## config.mk

```make
export PLATFORM = sky130hd
export DESIGN_NAME = instr_prefetch_queue
export DESIGN_NICKNAME = d
export VERILOG_FILES = /design/src/rtl/instr_prefetch_queue.sv
export SDC_FILE = /design/constraint.sdc
export NUM_CORES = 1
export LEC_CHECK = 0
export BUFFER_PORTS_ARGS = -buffer_cell sky130_fd_sc_hd__buf_4
export CAP_MARGIN = 15
export CORE_MARGIN = 5
export CORE_UTILIZATION = 55
export CTS_CLUSTER_SIZE = 24
export DETAILED_ROUTE_END_ITERATION = 8
export PLACE_DENSITY = 0.77
export SYNTH_ARGS = -nofsm -noshare
export SYNTH_HDL_FRONTEND = slang
export SYNTH_SLANG_ARGS = --single-unit
```

## constraint.sdc

```tcl
create_clock -name clk -period 2.3 [get_ports clk]
set_input_delay 0.115 -clock clk [delete_from_list [all_inputs] [get_ports clk]]
set_output_delay 0.115 -clock clk [all_outputs]
set_load 0.005 [all_outputs]
```

## src/rtl/instr_prefetch_queue.sv

```systemverilog
// rtl/instr_prefetch_queue.sv - sequential instruction prefetch queue between ROM and decode
//
// Issues sequential byte fetches from an 8-bit PC, buffers each returned byte
// with its PC in a DEPTH-entry FIFO, and presents the head to decode under a
// valid/ready handshake. A branch redirect flushes the queue, kills any
// in-flight response and restarts fetch at the target in the same cycle.
//
// Ports:
//   clk, reset          clock; synchronous active-low reset
//   imem_req/imem_addr  fetch request and address (combinational)
//   imem_rdata          ROM byte, valid the cycle after the request
//   redirect_valid/_pc  branch redirect from EX and its target
//   instr_valid/_code/_pc/_ready  head of queue handshake to decode
//   occupancy           number of entries held
//   perf_fetches/perf_flushes  request / redirect counters (PFQ_PERF_EN only)
//
// Optional feature macro: PFQ_PERF_EN
module instr_prefetch_queue #(
  parameter int          DEPTH    = 4,
  parameter logic [7:0]  RESET_PC = 8'h00
) (
  input  logic                     clk,
  input  logic                     reset,
  output logic                     imem_req,
  output logic [7:0]               imem_addr,
  input  logic [7:0]               imem_rdata,
  input  logic                     redirect_valid,
  input  logic [7:0]               redirect_pc,
  output logic                     instr_valid,
  output logic [7:0]               instr_code,
  output logic [7:0]               instr_pc,
  input  logic                     instr_ready,
`ifdef PFQ_PERF_EN
  output logic [15:0]              perf_fetches,
  output logic [7:0]               perf_flushes,
`endif
  output logic [$clog2(DEPTH):0]   occupancy
);

  localparam int AW = $clog2(DEPTH);
  localparam int CW = AW + 1;

  logic [CW-1:0] count_q, count_d;
  logic [AW-1:0] rd_ptr_q, rd_ptr_d;
  logic [AW-1:0] wr_ptr_q, wr_ptr_d;
  logic          inflight_q, inflight_d;
  logic [7:0]    inflight_pc_q, inflight_pc_d;
  logic [7:0]    fetch_pc_q, fetch_pc_d;
  logic [7:0]    mem_code_q [DEPTH];
  logic [7:0]    mem_pc_q   [DEPTH];

  logic credit_ok;
  logic push;
  logic pop;

  // Credit counts the in-flight response as already occupying a slot, so the
  // queue can never overflow. A pop this cycle deliberately grants no credit.
  assign credit_ok   = (int'(count_q) + int'(inflight_q)) < DEPTH;
  assign imem_req    = reset & (redirect_valid | credit_ok);
  assign imem_addr   = redirect_valid ? redirect_pc : fetch_pc_q;

  assign instr_valid = (count_q != '0);
  assign instr_code  = instr_valid ? mem_code_q[rd_ptr_q] : 8'h00;
  assign instr_pc    = instr_valid ? mem_pc_q[rd_ptr_q]   : 8'h00;
  assign occupancy   = count_q;

  // A redirect discards the response arriving this cycle and ignores any pop.
  assign push = inflight_q & ~redirect_valid;
  assign pop  = instr_valid & instr_ready & ~redirect_valid;

  always_comb begin
    count_d       = count_q;
    rd_ptr_d      = rd_ptr_q;
    wr_ptr_d      = wr_ptr_q;
    inflight_d    = imem_req;
    inflight_pc_d = imem_addr;
    fetch_pc_d    = fetch_pc_q;

    if (redirect_valid) begin
      count_d  = '0;
      rd_ptr_d = '0;
      wr_ptr_d = '0;
    end else begin
      count_d = count_q + CW'(push) - CW'(pop);
      if (pop)  rd_ptr_d = rd_ptr_q + AW'(1);
      if (push) wr_ptr_d = wr_ptr_q + AW'(1);
    end

    if (imem_req) fetch_pc_d = imem_addr + 8'd1;
  end

  always_ff @(posedge clk) begin
    if (!reset) begin
      count_q       <= '0;
      rd_ptr_q      <= '0;
      wr_ptr_q      <= '0;
      inflight_q    <= 1'b0;
      inflight_pc_q <= 8'h00;
      fetch_pc_q    <= RESET_PC;
    end else begin
      count_q       <= count_d;
      rd_ptr_q      <= rd_ptr_d;
      wr_ptr_q      <= wr_ptr_d;
      inflight_q    <= inflight_d;
      inflight_pc_q <= inflight_pc_d;
      fetch_pc_q    <= fetch_pc_d;
    end
  end

  // Storage needs no reset: entries are only visible while counted.
  always_ff @(posedge clk) begin
    if (reset && push) begin
      mem_code_q[wr_ptr_q] <= imem_rdata;
      mem_pc_q[wr_ptr_q]   <= inflight_pc_q;
    end
  end

`ifdef PFQ_PERF_EN
  logic [15:0] perf_fetches_q, perf_fetches_d;
  logic [7:0]  perf_flushes_q, perf_flushes_d;

  always_comb begin
    perf_fetches_d = perf_fetches_q + 16'(imem_req);
    perf_flushes_d = perf_flushes_q;
    if (redirect_valid && perf_flushes_q != 8'hFF) perf_flushes_d = perf_flushes_q + 8'd1;
  end

  always_ff @(posedge clk) begin
    if (!reset) begin
      perf_fetches_q <= 16'h0000;
      perf_flushes_q <= 8'h00;
    end else begin
      perf_fetches_q <= perf_fetches_d;
      perf_flushes_q <= perf_flushes_d;
    end
  end

  assign perf_fetches = perf_fetches_q;
  assign perf_flushes = perf_flushes_q;
`endif

endmodule
```

## Yosys cells after proc, flatten, opt, wreduce, memory -nomap -nowiden

Memory sizes are Yosys's and may differ from the RTL's. A register that Yosys moved wholly into a read port is not among the register bits.
Cells that the tools add are included.
W data, S select, Z words.

- Memories: 2
- Output and inout port bits: 29
- ROM bits: 0
- RAM bits: 64
- Bits of input ports: 20
- Word-level logic and storage cells: 34
- Latch bits: 0
- Register bits after elaboration: 24

Memory list:

| memory | depth | bits a word | read ports | clocked after memory_dff | write ports | line | source |
|---|---|---|---|---|---|---|---|
| mem_code_q | 4 | 8 | 1 | 1 | 1 | 49 | `logic [7:0] mem_code_q [DEPTH];` |
| mem_pc_q | 4 | 8 | 1 | 1 | 1 | 50 | `logic [7:0] mem_pc_q [DEPTH];` |

- Bitwise gates (word level): 7
- Reductions and logical operators: 3
- Equality and inequality tests: 0
- Add/subtract/negate cells: 6
- Shifts and indexed selects: 0
- Multiply operators: 0
- Order comparisons: 1
- Divide/modulo/power cells: 0
- Muxes and demuxes: 9

Operators by type and width:

| cell | number |
|---|---|
| $mux W8 | 3 |
| $add A8 B1 Y8 const B | 1 |
| $mux W2 | 4 |
| $add A2 B1 Y2 const B | 2 |
| $add A3 B1 Y4 | 1 |
| $and A1 B1 Y1 | 4 |
| $lt A4 B3 Y1 const B | 1 |
| $add A3 B1 Y3 | 1 |
| $reduce_bool A3 Y1 | 1 |
| $sub A3 B1 Y3 | 1 |
| $mux W1 | 2 |
| $not A1 Y1 | 2 |
| $reduce_or A2 Y1 | 1 |
| $logic_and A1 B1 Y1 | 1 |
| $or A1 B1 Y1 | 1 |

## Longest topological paths before layout

Gate-level depths: netlist of the first run.

- Depth after elaboration: 5
- Mapped depth: 10
- Gate-level depth less buffers: 9

## Worst setup path after synthesis of the first run

No wires, ideal clock.

- Kind: register -> register
- From: reg count_q[1] (netlist: occupancy[1])
- To: reg count_q[2] (netlist: occupancy[2])
- Cell stages (with the launch flop): 10
- Path slack: 239 ps
- Required time: 2179 ps
- Arrival time: 1940 ps
- Path buffers: 0
- Setup time: 121 ps
- Period minus slack after synthesis: 2061 ps
- Cell sequence: dfxtp_1 nor3_2 nor3b_2 ha_1 inv_1 ha_1 inv_1 fa_1 xnor2_1 nor2_1

- Word-level cells in the longest chain between the ends: 4
- Elaborated cells on any way between the ends: 5
- Classes of those cells: add/sub (2); bitwise (2); reduce/logical (1)

RTL lines:

| what | line | source |
|---|---|---|
| start: declaration | 43 | `logic [CW-1:0] count_q, count_d;` |
| start signal: assignment | 101 | `count_q <= count_d;` |
| $reduce_bool A3 Y1 | 62 | `assign instr_valid = (count_q != '0);` |
| $and A1 B1 Y1 (2 in series) | 69 | `assign pop = instr_valid & instr_ready & ~redirect_valid;` |
| via pop | 54 | `logic pop;` |
| $sub A3 B1 Y3 | 84 | `count_d = count_q + CW'(push) - CW'(pop);` |

The timed path passes the listed nets, and every way through them passes these cells.
A chain may end at the register's enable or synchronous reset.

## Worst setup path in the final report of the first run

Ends and elaborated chain as after synthesis.

==> flow_metrics.py, run 1 <==
metrics = {
    "status": {
        "status": "finished clean",
    },
    "sta": {
        "setup_ws_ns": 0.287,
        "worst_slew_pin_slew_ns": 0.375,
        "tns_ns": 0,
        "grt_setup_unrepaired": "false",
        "finClkSkew_ns": 0.0116,
        "finalHoldViolCount": 0,
        "finalCriticalPeriod_ns": 2.01,
        "whs_ns": 0.109,
        "final_max_slew_viol_count": 0,
        "slew_headroom_pct": 75.0,
        "setup_viol": 0,
        "fmaxAchievable_ghz": 0.497,
        "period_share_pct": 87.5,
    },
    "die": {
        "ioPinCount": 49,
        "start_util_pct": 55.9,
        "dieArea_mm2": 0.00853,
        "die_w_um": 92.4,
        "die_y_um": 92.4,
        "rows": 30,
        "core_mm2": 0.00668,
    },
    "clocking": {
        "clk_latency_ns": 0.35,
        "postCtsSetupBuffers": 0,
        "root_buffer": "clkbuf_8",
        "hold_buffers": 8,
        "path_clk_slew_ns": 0.08,
        "cts_buffer_depth": 2,
        "cts_resized": 0,
        "cts_buffers": 9,
        "cts_tree": "built",
        "h-tree-depth": 3,
        "numClockSinks": 90,
    },
    "routing": {
        "num_vias": 2004,
        "vias_per_cell": 5.22,
        "drc": 0,
        "ant_nets": 0,
        "wirelength_um": 6230,
        "wl_per_cell_um": 16.2,
        "drtIter0Drc": 93,
        "firstDrtPassIters": 4,
    },
    "layout": {
        "multiInputGateArea_mm2": 0.00119,
        "syn2layout_area_growth_pct": 20.5,
        "ff_latch_area_mm2": 0.00244,
        "fin_nets": 328,
        "diodes": 0,
        "drive_gt1_share_pct": 31.3,
        "final.fill_count": 488,
    },
    "placement": {
        "io_buffers": 48,
        "dp_hpwl_um": 4140,
        "finalWeightedCongestion": 0.827,
        "pre_cts_slack_ns": 0.272,
    },
    "yosys": {
        "synth-seq-cells": 90,
        "ys_warn_count": 0,
        "syn-cell-area_mm2": 0.00373,
        "synth_edf_count": 64,
        "synth_top_flop_cell": "edfxtp_1",
        "synth.net_count": 264,
        "synth.area.top_cells": "edfxtp_1, dfxtp_1, mux4_2, nor2b_1, mux2i_1",
        "synth_commonest_cells": "edfxtp_1, nor2b_1, dfxtp_1",
        "synth.avg_cell_area_um2": 15.9,
        "synth_seq_area_share_pct": 65.4,
        "syn_inst": 235,
        "synthArstFlopShare_pct": 0,
        "yosys.area.top_type_share_pct": 51.5,
        "synth_area_leader_cell": "edfxtp_1",
        "yosysMostFrequentCell": "edfxtp_1",
        "synth_cell_types": 35,
    },
    "global_route": {
        "grt_pass1_vias": 2156,
        "grt_pass1_wl_um": 10700,
        "grt_max_degree": 23,
        "grt.overflow.total": 0,
        "antenna_found_initial": 0,
        "grt_usage_pct": 16.3,
    },
    "setup_path": {
        "rr_startpoint": "occupancy[1]",
        "critPathRequiredTime_ns": 2.53,
        "cp_max_fo": 6,
        "crit_type": "reg2reg",
        "crit_path_start": "occupancy[1]",
        "start_kind": "flop",
        "cp-end-kind": "flop",
        "cp.arrival_ns": 2.24,
    },
    "power_and_ir_drop": {
        "leakage_uw": 0.00168,
        "ir_drop_mv": 0.287,
        "power.density_mw_per_mm2": 704,
        "p_total_uw": 3170,
    },
    "min_path": {
        "hold_start": "redirect_pc[6]",
        "hp-class": "in2reg",
    },
    "job": {
        "drv_cap": 0,
    },
}
## worst paths after layout
path | to | slack, ns | cells past startpoint
min | inflight_pc_q[6] | 0.11 | 3
max reg2reg | occupancy[2] | 0.29 | 9
min reg2reg | mem_pc_q[0][4] | 0.48 | 0
max | occupancy[2] | 0.29 | 9
## flip-flops by register name, indices dropped and copies added, names as in the netlist, named ones only
signal,count
fetch_pc_q,8
inflight_pc_q,8
inflight_q,1
mem_code_q,32
mem_pc_q,32
occupancy,3
rd_ptr_q,2
wr_ptr_q,2
## per-stage QoR
step / utilization, % / cell area, um2 / instances
global placement: 62.9 / 4200 / 360
global route: 67.3 / 4500 / 384
CTS: 67.3 / 4500 / 384
detailed placement: 62.9 / 4200 / 360
finish: 67.3 / 4500 / 384
floorplan: - / 3730 / 235
## cell usage in the layout, fill, tap and decap left out
master / netlist / final
a21boi_0: 1 / 1
a21o_1: 2 / 2
a222oi_1: 1 / 1
a22oi_1: 2 / 2
a31oi_1: 1 / 1
and2_1: 5 / 5
and3_1: 6 / 6
buf_12: 0 / 1
buf_4: 3 / 55
bufinv_16: 0 / 2
clkbuf_8: 0 / 9
clkinv_2: 0 / 2
clkinv_4: 0 / 1
clkinvlp_4: 0 / 2
dfxtp_1: 26 / 26
dlygate4sd3_1: 0 / 8
edfxtp_1: 64 / 64
fa_1: 1 / 1
ha_1: 8 / 8
inv_1: 9 / 9
mux2_2: 3 / 3
mux2i_1: 11 / 11
mux4_2: 16 / 16
nand2_1: 3 / 3
nand2b_1: 2 / 2
nand3_1: 3 / 3
nand3_4: 1 / 1
nand3b_1: 2 / 2
nand4_1: 1 / 1
nand4b_1: 1 / 1
nor2_1: 9 / 9
nor2b_1: 30 / 30
nor3_1: 2 / 2
nor3_2: 1 / 1
nor3b_2: 1 / 1
o221a_2: 1 / 1
or2_0: 1 / 1
xnor2_1: 6 / 6
xor2_1: 4 / 4
## logic make-up after synthesis
group                    synth area share [%]
flip-flops                               65.4
AND/OR/NAND/NOR                          11.1
multiplexers                             13.5
buffers and inverters                    2.61
XOR/XNOR                                 2.35
adder cells (fa/ha/maj)                  3.22
AO/OA/AOI/OAI                            1.74
## worst max-delay path, stage by stage, from the launching register on
cell and delay (ns):
dfxtp_1 0.47, nor3_2 0.10, nor3b_2 0.25, ha_1 0.28, inv_1 0.06, ha_1 0.13
inv_1 0.05, fa_1 0.37, xnor2_1 0.16, nor2_1 0.05
## metal layers
layer	global-route usage, %	up-vias	routed length (um)
li1	-	988	-
met1	21.7	957	2740
met2	26.0	51	3080
met3	3.09	8	299
met4	7.43	0	104
met5	0	-	0
## report_power, final
group	switching, uW	total (uW)	internal, uW
Sequential	28.0	1800	1770
Combinational	106	237	131
Clock	521	1130	609
## area by class of cell
| cell class | instances | area share [%] |
|---|---|---|
| repair buffers | 64 | 11.4 |
| clock buffers | 9 | 2.75 |
| multi-input cells | 125 | 26.5 |
| inverters | 9 | 0.751 |
| well taps | 80 | 2.22 |
| clock inverters | 7 | 2.09 |
| flip-flops and latches | 90 | 54.3 |
Power figures use the tool's default switching activity.
==> inputs of run 2 (changes only) <==
- CORE_UTILIZATION: 55 -> 40
- PLACE_DENSITY: 0.77 -> 0.59
- REMOVE_ABC_BUFFERS: unset -> 1
==> run 2 against run 1 <==
Largest cell class unchanged. Fmax is 0.83% lower. Global-route usage decreased by 4.2 points. Largest power group unchanged. Sequential cell count is the same. Clock-buffer cell count is the same.
==> flow_metrics.py, run 2 (synthesis results as in run 1) <==
metrics = {
    "status": {
        "status": "finished clean",
    },
    "setup_path": {
        "cp-end-kind": "flop",
        "crit_buf_inv": 2,
        "start_kind": "flop",
        "cp.arrival_ns": 2.27,
        "crit_type": "reg2reg",
        "cp_cell_sequence": "nor3_2 > nor3b_2 > ha_1 > inv_1 > ha_1 > inv_1 > fa_1 > xnor2_1 > nor2_1",
        "cp_top_family": "adder cells",
        "cp_max_fo": 6,
        "crit_path_max_incr_delay_ns": 0.46,
        "critPathRequiredTime_ns": 2.54,
        "cp_slowest_cell": "dfxtp_1",
    },
    "sta": {
        "worst_slew_pin_slew_ns": 0.397,
        "grt_setup_unrepaired": "false",
        "period_share_pct": 88.2,
        "finClkSkew_ns": 0.0131,
        "finalHoldViolCount": 0,
        "slew_headroom_pct": 73.5,
        "setup_viol": 0,
        "fmaxAchievable_ghz": 0.493,
        "finalCriticalPeriod_ns": 2.03,
        "final_max_slew_viol_count": 0,
        "setup_ws_ns": 0.271,
    },
    "routing": {
        "drtIter0Drc": 44,
        "ant_nets": 0,
        "firstDrtPassIters": 4,
        "vias_per_cell": 4.87,
        "num_vias": 2027,
        "wirelength_um": 6450,
        "wl_per_cell_um": 15.5,
        "drc": 0,
    },
    "global_route": {
        "grt_pass1_wl_um": 10600,
        "grt_max_degree": 23,
        "use_met1_pct": 15.2,
        "antenna_found_initial": 0,
        "grt.met3_usage_pct": 3.73,
        "grtUsageMet2_pct": 20.2,
        "grt.busiest_layer": "met2",
        "grt_usage_pct": 12.1,
        "grt_pass1_vias": 2122,
        "grt.overflow.total": 0,
    },
    "layout": {
        "diodes": 0,
        "syn2layout_area_growth_pct": 21.9,
        "final_cell_mix": "edfxtp_1, buf_4, nor2b_1",
        "largest_registers": "mem_code_q: 32 flops, mem_pc_q: 32 flops",
        "fin_util_pct": 49.7,
        "fin_nets": 329,
        "drive_gt1_share_pct": 31.1,
        "final_common_cell": "edfxtp_1",
    },
    "placement": {
        "finalWeightedCongestion": 0.815,
        "io_buffers": 48,
        "pre_cts_slack_ns": 0.251,
        "dp_hpwl_um": 4240,
    },
    "power_and_ir_drop": {
        "power_switching_share_pct": 21.3,
        "clkPwrFrac_pct": 36.5,
        "combPwrFrac_pct": 7.5,
        "ir_drop_mv": 0.363,
        "power.density_mw_per_mm2": 706,
        "p_sw_uw": 686,
        "power.internal_uw": 2530,
        "seqPwrFrac_pct": 56.0,
        "leakage_uw": 0.00169,
    },
    "clocking": {
        "path_clk_slew_ns": 0.09,
        "cts_resized": 0,
        "cts_buffer_depth": 2,
        "hold_buffers": 8,
        "h-tree-depth": 3,
        "root_buffer": "clkbuf_8",
        "cts_tree": "built",
        "numClockSinks": 90,
        "cts_buffers": 9,
        "clk_latency_ns": 0.35,
        "postCtsSetupBuffers": 0,
    },
    "job": {
        "drv_cap": 0,
    },
    "min_path": {
        "hp-class": "in2reg",
    },
    "die": {
        "start_util_pct": 40.8,
        "core_mm2": 0.00915,
        "rows": 35,
        "die_w_um": 107,
        "ioPinCount": 49,
        "die_y_um": 107,
        "dieArea_mm2": 0.0114,
    },
}
[run 2: cell types whose count changed in the layout (fill, tap and decap cells not counted)]
cell        previous run  this run
clkinv_1               0         1
clkinv_2               2         0
inv_6                  0         2
buf_4                 55        56
clkinvlp_4             2         0
clkinv_4               1         2
[run 2: path summary, 6_finish.rpt]
path                     from               end  depth (start not counted)  slack (ns)
max              occupancy[1]      occupancy[2]                          9        0.27
min            redirect_pc[6]  inflight_pc_q[6]                          3        0.10
max reg2reg      occupancy[1]      occupancy[2]                          9        0.27
min reg2reg  inflight_pc_q[1]    mem_pc_q[3][1]                          0        0.47
[run 2: metal layers]
metal,wire length (um),vias up,part of all wire (%)
li1,-,993,-
met1,2950,971,46
met2,3070,55,48
met3,361,8,5.6
met4,74,0,1.1
met5,0,-,0
[run 2: worst register-to-register path, cell delays in order (launching register included)]
cell	delay (ns)
dfxtp_1	0.46
nor3_2	0.10
nor3b_2	0.26
ha_1	0.28
inv_1	0.06
ha_1	0.14
inv_1	0.05
fa_1	0.37
xnor2_1	0.16
nor2_1	0.05
[run 2: layout make-up]
class | instances | area, um2
timing repair buffer | 65 | 520
tap | 111 | 139
sequential | 90 | 2440
inverter | 9 | 33.8
fill | 807 | 4600
clock buffer | 9 | 124
multi-input combinational | 125 | 1190
clock inverter | 7 | 98.8
[run 2: power groups by stage]
stage	Clock, uW	Combinational [uW]	Sequential (uW)
floorplan	0	114	1830
global placement	0	233	1840
detailed placement	0	235	1840
CTS	1210	247	1800
global route	1280	269	1810
finish	1170	242	1800
[run 2: metrics by stage]
| step | std cells | instance area (um2) | hold WS [ns] | total power (uW) | setup TNS (ns) |
|---|---|---|---|---|---|
| after floorplan | 224 | 3670 | 0.214 | 1940 | -0.0442 |
| after global placement | 392 | 4250 | 0.320 | 2070 | 0 |
| after detailed placement | 392 | 4250 | 0.323 | 2070 | 0 |
| after CTS | 416 | 4550 | 0.0885 | 3250 | 0 |
| after global routing | 416 | 4550 | 0.107 | 3350 | 0 |
| final | 416 | 4550 | 0.103 | 3210 | 0 |
